--- src/rtl/wb_data_stage.sv ---
// Writeback-select stage: picks the register-file write data, registers it with stall/flush,
// and traps illegal selects and misaligned halfword loads into a sticky flag and saturating count.
module wb_data_stage #(
  parameter int DATA_W      = 32,
  parameter int REG_ADDR_W  = 5,
  parameter int LINK_OFFSET = 8,
  parameter bit BIG_ENDIAN  = 1'b1,
  parameter int ERR_CNT_W   = 8
) (
  input  logic                  clock,
  input  logic                  reset,
  input  logic                  i_valid,
  input  logic                  i_stall,
  input  logic                  i_flush,
  input  logic [2:0]            i_sel,
  input  logic                  i_unsigned,
  input  logic [1:0]            i_addr_lo,
  input  logic                  i_we,
  input  logic [REG_ADDR_W-1:0] i_rd,
  input  logic [DATA_W-1:0]     i_alu,
  input  logic [DATA_W-1:0]     i_mem,
  input  logic [15:0]           i_imm,
  input  logic [DATA_W-1:0]     i_pc,
  output logic                  o_valid,
  output logic                  o_we,
  output logic [REG_ADDR_W-1:0] o_waddr,
  output logic [DATA_W-1:0]     o_wdata,
  output logic                  o_err,
  output logic [ERR_CNT_W-1:0]  o_err_cnt
);

  if (DATA_W != 32) begin : g_bad_data_w
    $error("wb_data_stage: DATA_W must be 32");
  end

  localparam logic [2:0] SEL_ALU    = 3'd0;
  localparam logic [2:0] SEL_MEM_W  = 3'd1;
  localparam logic [2:0] SEL_MEM_B  = 3'd2;
  localparam logic [2:0] SEL_MEM_H  = 3'd3;
  localparam logic [2:0] SEL_IMM_UP = 3'd4;
  localparam logic [2:0] SEL_LINK   = 3'd5;

  logic [1:0]        byte_lane;
  logic [7:0]        mem_byte;
  logic              take_upper;
  logic [15:0]       mem_half;
  logic [DATA_W-1:0] byte_ext;
  logic [DATA_W-1:0] half_ext;
  logic [DATA_W-1:0] sel_data;
  logic              fault;
  logic              capture_we;

  // Big-endian lane 0 is the most significant byte, so the lane index is inverted.
  always_comb begin
    byte_lane  = BIG_ENDIAN ? ~i_addr_lo : i_addr_lo;
    mem_byte   = i_mem[{byte_lane, 3'b000} +: 8];
    take_upper = BIG_ENDIAN ? ~i_addr_lo[1] : i_addr_lo[1];
    mem_half   = take_upper ? i_mem[31:16] : i_mem[15:0];
    byte_ext   = {{(DATA_W-8){~i_unsigned & mem_byte[7]}}, mem_byte};
    half_ext   = {{(DATA_W-16){~i_unsigned & mem_half[15]}}, mem_half};
  end

  always_comb begin
    sel_data = '0;
    fault    = 1'b0;
    case (i_sel)
      SEL_ALU:    sel_data = i_alu;
      SEL_MEM_W:  sel_data = i_mem;
      SEL_MEM_B:  sel_data = byte_ext;
      SEL_MEM_H: begin
        sel_data = half_ext;
        fault    = i_addr_lo[0];
      end
      SEL_IMM_UP: sel_data = {i_imm, {(DATA_W-16){1'b0}}};
      SEL_LINK:   sel_data = i_pc + DATA_W'(LINK_OFFSET);
      default:    fault    = 1'b1;
    endcase
    capture_we = i_valid & i_we & (i_rd != '0) & ~fault;
  end

  // Stage control: no back-pressure output. i_flush (highest priority) kills valid/we and
  // records nothing; i_stall freezes every output; otherwise the inputs are captured.
  always_ff @(posedge clock or posedge reset) begin
    if (reset) begin
      o_valid   <= 1'b0;
      o_we      <= 1'b0;
      o_waddr   <= '0;
      o_wdata   <= '0;
      o_err     <= 1'b0;
      o_err_cnt <= '0;
    end else if (i_flush) begin
      o_valid <= 1'b0;
      o_we    <= 1'b0;
    end else if (!i_stall) begin
      o_valid <= i_valid;
      o_we    <= capture_we;
      o_waddr <= i_rd;
      o_wdata <= fault ? '0 : sel_data;
      if (i_valid && fault) begin
        o_err <= 1'b1;
        if (o_err_cnt != '1) o_err_cnt <= o_err_cnt + 1'b1;
      end
    end
  end

endmodule

--- config.mk ---
export PLATFORM = sky130hd
export DESIGN_NAME = wb_data_stage
export DESIGN_NICKNAME = d
export VERILOG_FILES = /design/src/rtl/wb_data_stage.sv
export SDC_FILE = /design/constraint.sdc
export NUM_CORES = 1
export LEC_CHECK = 0
export ABC_CLOCK_PERIOD_IN_PS = 3700
export BUFFER_PORTS_ARGS = -buffer_cell sky130_fd_sc_hd__buf_2
export CORE_MARGIN = 1.5
export CORE_UTILIZATION = 44
export CTS_CLUSTER_DIAMETER = 30
export DETAILED_ROUTE_END_ITERATION = 12
export GPL_TIMING_DRIVEN = 0
export HOLD_SLACK_MARGIN = 0.15
export MAX_ROUTING_LAYER = met4
export PLACE_DENSITY = 0.75
export SETUP_SLACK_MARGIN = 0.05
export SLEW_MARGIN = 20
export SYNTH_ARGS = -nofsm -noshare
export SYNTH_HDL_FRONTEND = slang
export SYNTH_SLANG_ARGS = --single-unit
--- constraint.sdc ---
create_clock -name clock -period 3.7 [get_ports clock]
set_clock_uncertainty 0.15 [all_clocks]
set_input_delay 0 -clock clock [delete_from_list [all_inputs] [get_ports clock]]
set_output_delay 0 -clock clock [all_outputs]
set_load 0.1 [all_outputs]
# [After elaboration in Yosys (flattened, before gate mapping)]
# Index checks and enable logic that the tools add are counted.
[classes] add_sub_neg=2 eq_ne=7 shifts=1 mux=8 bitwise=10 n_reduce_logical=7
[ops] operator="$pmux W32 S6" n=1
[ops] operator="$add A32 B4 Y32 const B" n=1
[ops] operator="$mux W32" n=1
[ops] operator="$shiftx A32 B6 Y8" n=1
[ops] operator="$mux W16" n=1
[ops] operator="$add A8 B1 Y8 const B" n=1
[ops] operator="$ne A8 B8 Y1 const B" n=1
[ops] operator="$eq A3 B2 Y1 const B" n=2
[ops] operator="$eq A3 B3 Y1 const B" n=2
[ops] operator="$and A1 B1 Y1" n=5
[ops] operator="$reduce_bool A5 Y1" n=1
[ops] operator="$reduce_or A5 Y1" n=1
[ops] operator="$mux W1" n=4
[ops] operator="$not A1 Y1" n=4
[ops] operator="$reduce_and A4 Y1" n=1
[ops] operator="$eq A3 B1 Y1 const B" n=1
[ops] operator="$logic_not A3 Y1" n=1
[ops] operator="$reduce_and A3 Y1" n=1
[ops] operator="$ne A2 B1 Y1 const B" n=1
[ops] operator="$not A2 Y2" n=1
[ops] operator="$pmux W1 S2" n=1
[ops] operator="$reduce_and A2 Y1" n=1
[ops] operator="$logic_and A1 B1 Y1" n=1
[word_totals] ff_bits=48 input_bits=129 out_inout_bits=48 word_cells=41

# [Depth between registers and ports, before layout]
# Gate-level depths: netlist (run 1).
[depth] depth_word=7 mapped_depth=8

# [Worst setup path after synthesis (run 1)]
# No wires, ideal clock.
[synth_timing] kind="register -> register" startpoint="reg o_err_cnt[2]" endpoint="reg o_err_cnt[1]" arrival_time_ns=2.082 t_required_ns=3.424 path_slack_ns=1.343 path_stages_with_launch=6 n_path_buf=1 period_less_slack_ns=2.357 cell_sequence="dfrtp_1 > and4_1 > nand4_1 > and4_1 > clkbuf_1 > mux2_2"
[synth_between] elab_chain_cells=2
[synth_rtl] item="from (decl)" line="29" text="output logic [ERR_CNT_W-1:0] o_err_cnt"
[synth_rtl] item="from (signal assigned)" line="101" text="if (o_err_cnt != '1) o_err_cnt <= o_err_cnt + 1'b1;"
[synth_rtl] item="$ne A8 B8 Y1" line="101"
[synth_rtl] item="$reduce_and A4 Y1 (no line)"
# Every way passes these cells.
# A chain may end at the register's enable or synchronous reset.

# [Worst setup path in the final report (run 1)]
[layout_timing] startpoint="in i_pc[8]" endpoint="reg o_wdata[28]"
[layout_between] elab_chain_cells=3
[layout_rtl] item="from (decl)" line="23" text="input logic [DATA_W-1:0] i_pc,"
[layout_rtl] item="$add A32 B4 Y32" line="75" text="SEL_LINK: sel_data = i_pc + DATA_W'(LINK_OFFSET);"
[layout_rtl] item="$pmux W32 S6" line="66" text="case (i_sel)"
[layout_rtl] item="$mux W32" line="98" text="o_wdata <= fault ? '0 : sel_data;"
[layout_rtl] item="to (signal assigned)" line="98"
[layout_rtl] item="to (decl)" line="27" text="output logic [DATA_W-1:0] o_wdata,"
# Every way passes these cells.

==> results.md, run 1 <==
Route:
- The overall via count from detail_route is 4811.
- In the final routed layout, each cell accounts on average for 18.5 um.
- The DRC violation count after routing is 0.
- The ratio of routed vias to standard cells is 5.90.
- The final antenna-violating net count is 0.
- The first-iteration detailed-routing DRC count is 257.
- The total wirelength of the detailed-routed design is 15100 um.
- The first-pass iteration count of the detailed router is 4.

Critical path:
- The cell with the biggest individual delay on the critical path is sky130_fd_sc_hd__dlygate4sd3_1.
- The critical path goes through dlygate4sd3_1, buf_4, nand3_4, or4_4, buf_4, o31a_1, o21ai_1, dlygate4sd3_1, a21oi_1, dlygate4sd3_1.
- Counting both buffers and inverters, the worst setup path holds a total of 5.
- On the worst path, the slowest cell contributes a delay of 0.57 ns.
- The worst endpoint required time is 3.75 ns.
- The arrival time of data at the critical path endpoint is 3.17 ns.
- The cell that appears most often on the critical path is sky130_fd_sc_hd__dlygate4sd3_1.
- The register-to-register setup slack is 1.74 ns.
- The top fanout value on the critical path is 10.
- The cell family contributing the most delay on the critical path is buffers and inverters.
- The worst setup path is launched from an input pin.
- The depth of the worst register-to-register path is 5.
- The endpoint of the most critical register-to-register path is o_err_cnt[1].
- STA classifies the critical path endpoint as a flip-flop.
- In this run the critical register-to-register path is launched from o_err_cnt[0].
- The category of the critical setup timing path is in -> reg.

CTS:
- The H-tree generated during clock tree synthesis spans 2 levels.
- TritonCTS built the clock tree.
- The total setup buffers inserted after CTS is 0.
- CTS placed an instance of sky130_fd_sc_hd__clkbuf_8 at the clock tree root.
- The largest buffer count on any clock path is 2.
- Clock tree synthesis inserted a total of 5 buffers.
- The clock-pin slew of the registers on the worst-case setup and hold paths is 0.10 ns.
- For the worst-skew pair, the clock arrives at the later sink with an insertion delay of 0.31 ns.
- The clock drives 48 sinks.

Place:
- The number of I/O port buffers is 173.
- The congestion estimate from routability-driven global placement came to 0.944.
- After legalization and detailed placement, the total HPWL measured 11000 um.

Global route:
- The met1 demand-to-capacity share in global routing is 0.406.
- The pin count of the biggest net entering global routing is 35.
- The first global-routing pass estimated 23000 um of wire.
- The routing usage on met2 is 0.561.
- The overall track demand over capacity in global routing is 0.341.
- The number of antenna violations at the first check in global routing is 0.
- The layer carrying the most global-route usage is met2.
- The via count of the first global-routing pass came to 4729.
- The total global routing overflow is 0.
- The met3 global-route usage is 0.0598.

Min path:
- The worst hold path begins at i_alu[9].
- The capture endpoint of the worst hold path is o_wdata[9].
- In this run the worst hold path is classified as in -> reg.
- The worst hold path stage count is 6.

Floorplan:
- The placement row count is 33.
- The die outline area is 9080 um2.
- The initial utilization of the core area, before any placement, comes to 0.456.
- The horizontal die dimension is 95.3 um.
- In this run the count of I/O pins placed on the die edge is 177.
- The total area inside the core boundary comes to 8220 um2.
- The die is 95.3 um tall.

Cells and area:
- The final layout net count is 841.
- Of the cells placed in the final design, the portion with a size suffix greater than 1 is 0.287.
- The repair_antennas step left the layout with diodes totalling 0.
- The synthesis-to-finish area growth is 52.9%.
- Counting the fill cells in the layout gives 667.
- The top cell types in the final layout, fill and taps aside, are sky130_fd_sc_hd__buf_2, sky130_fd_sc_hd__dlygate4sd3_1, sky130_fd_sc_hd__dfrtp_1, sky130_fd_sc_hd__nand2_1, sky130_fd_sc_hd__nor2_1.
- The most frequent standard cell in the layout excluding fill and tap cells is sky130_fd_sc_hd__buf_2.

Logic synthesis:
- The share of synthesized flip-flops with an asynchronous set or reset is 1.00.
- For this run, the leading register cell type out of synthesis is sky130_fd_sc_hd__dfrtp_1.
- The mapped netlist covers 3750 um2.
- The share of synthesized area occupied by flip-flops and latches is 0.320.
- When the netlist entered floorplanning its net count stood at 579.
- For this run, the number of Yosys warnings is 0.
- In this run, synthesis produced a sequential element count of 48.
- Yosys mapped a number of flops with a built-in enable equal to 0.
- A synthesized cell averages 8.37 um2.
- The number of different library cells in the post-synthesis netlist is 55.
- The cell count after synthesis came out at 448.

STA:
- The portion of the clock cycle consumed by the worst path in the final layout is 0.843.
- The fmax is 321 MHz.
- Setup total negative slack on the finished layout was measured at 0 ns.
- The total count of max-transition violations in the final report is 0.
- The worst-margin pin slew is 0.985 ns.
- The worst hold slack across all endpoints is 0.165 ns.
- The count of final hold-check violations is 0.
- Setup violations remaining at the end of the flow were counted as 0.
- The final critical path time including I/O delays and setup is 3.12 ns.
- Setup repair after global routing left no endpoint under its margin.
- The worst pin sits at a relative slew slack of 0.338.

Pwr:
- The analysis attributes to cell leakage a power of 2.63 nW.
- Dividing total power by cell area gives a power density of 387 nW/um2.
- IR analysis of the VDD net gives a maximum drop of 0.000274 V.

Run status:
- The run finished with clean final reports.

Run:
- The tool flagged a number of max-cap violations equal to 0.
-- Yosys cell counts (all sizes together), types with 8 or more instances --
cell type | instances | share of area
xnor2 | 18 | 0.042
nand2 | 40 | 0.040
mux2i | 35 | 0.093
nor2 | 39 | 0.039
nand3 | 11 | 0.016
a221o | 8 | 0.021
o21ai | 37 | 0.049
a21oi | 35 | 0.047
nand4 | 10 | 0.021
o21a | 13 | 0.026
a221oi | 8 | 0.019
dfrtp | 48 | 0.32
nor4 | 10 | 0.018
clkbuf | 27 | 0.027
a22o | 9 | 0.021
-- logic make-up after synthesis --
kind of cell / Yosys count / synth area share
simple gates: 151 / 0.209
compound gates: 148 / 0.268
flops: 48 / 0.320
buf+inv: 40 / 0.0417
mux: 38 / 0.105
xor+xnor: 21 / 0.0491
fa+ha+maj: 2 / 0.00667
-- cell type report --
class	count	area (um2)	area share
Inverter	7	26.3	0.00458
Clock inverter	3	46.3	0.00808
Tap cell	105	131	0.0229
Timing Repair Buffer	255	1700	0.297
Sequential cell	48	1200	0.210
Buffer	33	133	0.0231
Clock buffer	5	68.8	0.0120
Multi-Input combinational cell	360	2420	0.423
-- power by group --
part	total, mW	switching (mW)	internal (mW)
Combinational	1.15	0.846	0.308
Sequential	0.659	0.0603	0.599
Clock	0.407	0.203	0.204
Total	2.22	1.11	1.11
-- tightest hold or removal path: cells and delay by family --
kind                   cells  cell delay (ns)
AOI/OAI and AO/OA          3             0.35
muxes                      1             0.07
buffers and inverters      1             0.09
and+or+nand+nor            1             0.08
-- repair_timing --
item,in CTS,in global routing
endpoints found under the hold margin,88,0
gates resized for setup,0,10
hold buffers,83,0
setup endpoints to repair,0,2
-- registers in the layout, indices dropped and copies added, names as in the netlist --
register,count
o_err,1
o_err_cnt,8
o_valid,1
o_waddr,5
o_wdata,32
o_we,1
-- metrics by stage --
step	instance area, um2	worst slack [ns]	total power [mW]	cells	util
2_1_floorplan	3750	1.34	1.45	448	-
3_3_place_gp	4750	1.50	1.70	726	0.578
3_5_place_dp	4770	1.49	1.71	727	0.580
4_1_cts	5710	0.0622	2.21	818	0.695
5_1_grt	5730	0.493	2.31	816	0.698
6_report	5730	0.581	2.22	816	0.698
-- routing by layer --
layer | up-vias | share of wire
met3 | 56 | 0.075
met5 | - | 0
li1 | 2221 | -
met2 | 236 | 0.48
met4 | 0 | 0.040
met1 | 2298 | 0.40
-- how the worst max path moves through the flow --
stage                       startpoint  depth (start not counted)            to  slack (ns)
final                          i_pc[8]                         10   o_wdata[28]        0.58
after detailed placement      i_sel[2]                          8   o_wdata[18]        1.49
after global routing           i_pc[8]                         10   o_wdata[28]        0.49
after global placement        i_sel[2]                          8    o_wdata[5]        1.50
after floorplan           o_err_cnt[2]                          5  o_err_cnt[1]        1.34
after CTS                      i_pc[8]                         11   o_wdata[28]        0.06
(Power assumes the default switching activity.)
==> run 2: changes to the inputs <==
--- a/config.mk
+++ b/config.mk
@@ -5,7 +5,7 @@
 export SDC_FILE = /design/constraint.sdc
 export NUM_CORES = 1
 export LEC_CHECK = 0
-export ABC_CLOCK_PERIOD_IN_PS = 3700
+export ABC_CLOCK_PERIOD_IN_PS = 3200
 export BUFFER_PORTS_ARGS = -buffer_cell sky130_fd_sc_hd__buf_2
 export CORE_MARGIN = 1.5
 export CORE_UTILIZATION = 44
==> constraint.sdc (replaced) <==
create_clock -name clock -period 3.2 [get_ports clock]
set_clock_uncertainty 0.15 [all_clocks]
set_input_delay 0 -clock clock [delete_from_list [all_inputs] [get_ports clock]]
set_output_delay 0 -clock clock [all_outputs]
set_load 0.1 [all_outputs]
==> results.md, run 2 (same netlist as run 1, synthesis figures left out) <==
Run status:
- The flow ran to the end, and the final reports show no timing, DRC or antenna violations.

Critical path:
- The critical path contains buffers and inverters numbering 5 combined.
- The endpoint of the most critical register-to-register path is o_err_cnt[1].
- The worst endpoint required time is 3.29 ns.
- STA classifies the critical path endpoint as a flip-flop.
- Of all nets on the critical path, the largest fanout is 10.
- On the critical path the largest part of the delay comes from buffers and inverters.
- The critical path goes through dlygate4sd3_1, buf_4, nand3_4, or4_4, buf_4, nor4_2, dlygate4sd3_1, o21ai_1, dlygate4sd3_1, a21oi_1.
- The register-to-register setup slack is 1.24 ns.
- The critical path is of the in -> reg type.
- The biggest cell delay along the critical path is 0.58 ns.
- The most critical setup path has its endpoint at o_wdata[24].
- The critical path depth is 10.
- The beginning of the worst register-to-register path is o_err_cnt[0].
- The arrival time of data at the critical path endpoint is 3.16 ns.
- The critical path launch point is i_pc[8].
- The cell seen most often among critical-path stages is sky130_fd_sc_hd__dlygate4sd3_1.
- The cell with the biggest individual delay on the critical path is sky130_fd_sc_hd__dlygate4sd3_1.
- The startpoint kind of the worst setup timing path is an input pin.
- The depth of the worst register-to-register path is 5.

Global route:
- The first global-routing pass estimated 23000 um of wire.
- Entering global routing, the biggest net connects 35 pins.
- For this run the aggregate overflow at the end of global routing stands at 0.
- The overall track demand over capacity in global routing is 0.342.
- The via count of the first global-routing pass is 4755.
- The number of antenna violations at the first check in global routing was 0.

CTS:
- The longest clock path from root to sink contains 2 buffers.
- TritonCTS built the clock tree.
- The maximum level of the CTS H-tree is 2.
- The CTS root buffer is sky130_fd_sc_hd__clkbuf_8.
- At the later pin of the worst-skew pair, clock insertion delay measures 0.30 ns.
- The clock-pin slew of the registers on the worst-case setup and hold paths is 0.10 ns.
- Buffers inserted during clock tree synthesis total 5.
- The clock sink count is 48.
- In this run the post-CTS setup repair buffer count came out at 0.

Floorplan:
- The core region area is 8220 um2.
- Measured along the x axis, the die boundary spans 95.3 um.
- The initialized floorplan defines 33 standard-cell rows.
- The die boundary height is 95.3 um.
- The die outline area is 9080 um2.
- The effective utilization at floorplan is 0.456.
- Pin placement for this block handled 177 I/O pins.

Cells and area:
- In the layout the commonest cells are sky130_fd_sc_hd__buf_2, sky130_fd_sc_hd__dlygate4sd3_1, sky130_fd_sc_hd__dfrtp_1, sky130_fd_sc_hd__nand2_1, sky130_fd_sc_hd__nor2_1.
- The number of flip-flops in the largest register is 32.
- More flip-flops sit in one register than any other, and that register is o_wdata.
- Compared with the post-synthesis result, the final layout area differs by 53.5%.
- The number of inserted filler cells in the final layout is 659.
- The most frequent standard cell in the layout excluding fill and tap cells is sky130_fd_sc_hd__buf_2.
- Of the cells placed in the final design, the portion with a size suffix greater than 1 is 0.286.
- The final layout net count is 843.
- In the final layout, the registers with the most flip-flops are o_wdata (32), o_err_cnt (8), o_waddr (5).
- The count of antenna diodes in the layout is 0.

STA:
- For the finished layout, the period the worst path requires is 3.07 ns.
- The count of final hold-check violations is 0.
- Setup repair after global routing left no endpoint under its margin.
- The total count of max-transition violations in the final report is 0.
- Setup violations remaining at the end of the flow were counted as 0.
- The tightest slew margin relative to the limit is 0.288.
- For the pin with the worst max-slew slack, the measured transition is 1.06 ns.
- For this run, the top clock speed supported by timing is 326 MHz.
- The portion of the clock cycle consumed by the worst path in the final layout is 0.960.
- The final setup TNS is 0 ns.
- The worst hold slack across all endpoints is 0.164 ns.

Route:
- Once detail routing completed, the nets flagged for antenna violations numbered 0.
- After detailed routing, the number of vias per cell comes to 5.88.
- The DRC violation count after routing is 0.
- The total wirelength of the detailed-routed design is 15100 um.
- In the final routed layout, each cell accounts on average for 18.4 um.
- The final route contains 4807 vias.
- The first-pass iteration count of the detailed router is 5.
- The first-iteration detailed-routing DRC count is 238.

Run:
- Across the run, the number of max-cap violations was 0.

Pwr:
- The power density over the cells is 446 nW/um2.
- The worst voltage drop across the vdd grid is 0.000368 V.
- Summed over all cells, the static leakage comes to 2.63 nW.

Place:
- The routability-driven placement congestion ratio is 0.944.
- Detailed placement finished with a half-perimeter wire length of 11000 um.
- The number of I/O port buffers is 173.

Min path:
- The path class of the tightest hold or removal check is in -> reg.
==> run 2: cell count changes in the layout (fill, tap and decap cells not counted) <==
cell | previous run | this run
sky130_fd_sc_hd__nor4_2 | 3 | 4
sky130_fd_sc_hd__a21oi_2 | 1 | 0
sky130_fd_sc_hd__a21oi_1 | 34 | 35
sky130_fd_sc_hd__nor4_1 | 7 | 6
sky130_fd_sc_hd__dlygate4sd3_1 | 81 | 83
==> run 2: layout make-up <==
type	instances	area (um2)	area share
buffer	33	133	0.0230
clock buffer	5	68.8	0.0120
clock inverter	3	46.3	0.00804
inverter	7	26.3	0.00457
multi-input combinational	360	2430	0.422
sequential	48	1200	0.209
tap	105	131	0.0228
timing repair buffer	257	1720	0.299
==> run 2: timing repair <==
action | CTS | global route
hold endpoints to repair | 88 | 0
setup endpoints to repair | 0 | 4
gates resized for setup | 0 | 10
hold buffers | 85 | 0
==> run 2: how the worst min path moves through the flow <==
stage                         start           end  slack [ns]  cells past startpoint
after floorplan             i_flush       o_valid       -0.08                      1
after global placement      i_flush       o_valid        0.05                      2
after detailed placement      reset  o_err_cnt[1]       -0.16                      2
after CTS                  i_alu[9]    o_wdata[9]        0.16                      6
after global routing      i_mem[17]   o_wdata[17]        0.17                      4
final                      i_alu[9]    o_wdata[9]        0.16                      6
==> run 2: layer usage <==
metal | vias to the layer above | wire [um] | GRT usage
li1 | 2230 | - | -
met1 | 2259 | 6030 | 0.407
met2 | 262 | 7140 | 0.559
met3 | 56 | 1280 | 0.0646
met4 | 0 | 624 | 0.153
met5 | - | 0 | -
==> run 2: per-stage QoR <==
step | instance area, um2 | setup slack (ns) | power (mW) | cells | utilization
floorplan | 3750 | 0.843 | 1.68 | 448 | -
global placement | 4750 | 1.00 | 1.96 | 726 | 0.578
detailed placement | 4770 | 0.995 | 1.98 | 727 | 0.580
CTS | 5730 | 0.0931 | 2.55 | 820 | 0.698
global route | 5760 | 0.0174 | 2.67 | 818 | 0.700
finish | 5760 | 0.128 | 2.57 | 818 | 0.700
==> run 2: power by group <==
part,switching [mW],internal [mW]
Combinational,0.977,0.356
Sequential,0.0696,0.693
Clock,0.234,0.236
Total,1.28,1.28
==> run 2: worst reg2reg max path, delay by kind of cell (launching register included) <==
kind / cells / cell delay [ns]
DFF: 1 / 0.46
muxes: 1 / 0.38
buffers and inverters: 1 / 0.30
adders and majority gates: 1 / 0.28
and+or+nand+nor: 2 / 0.28
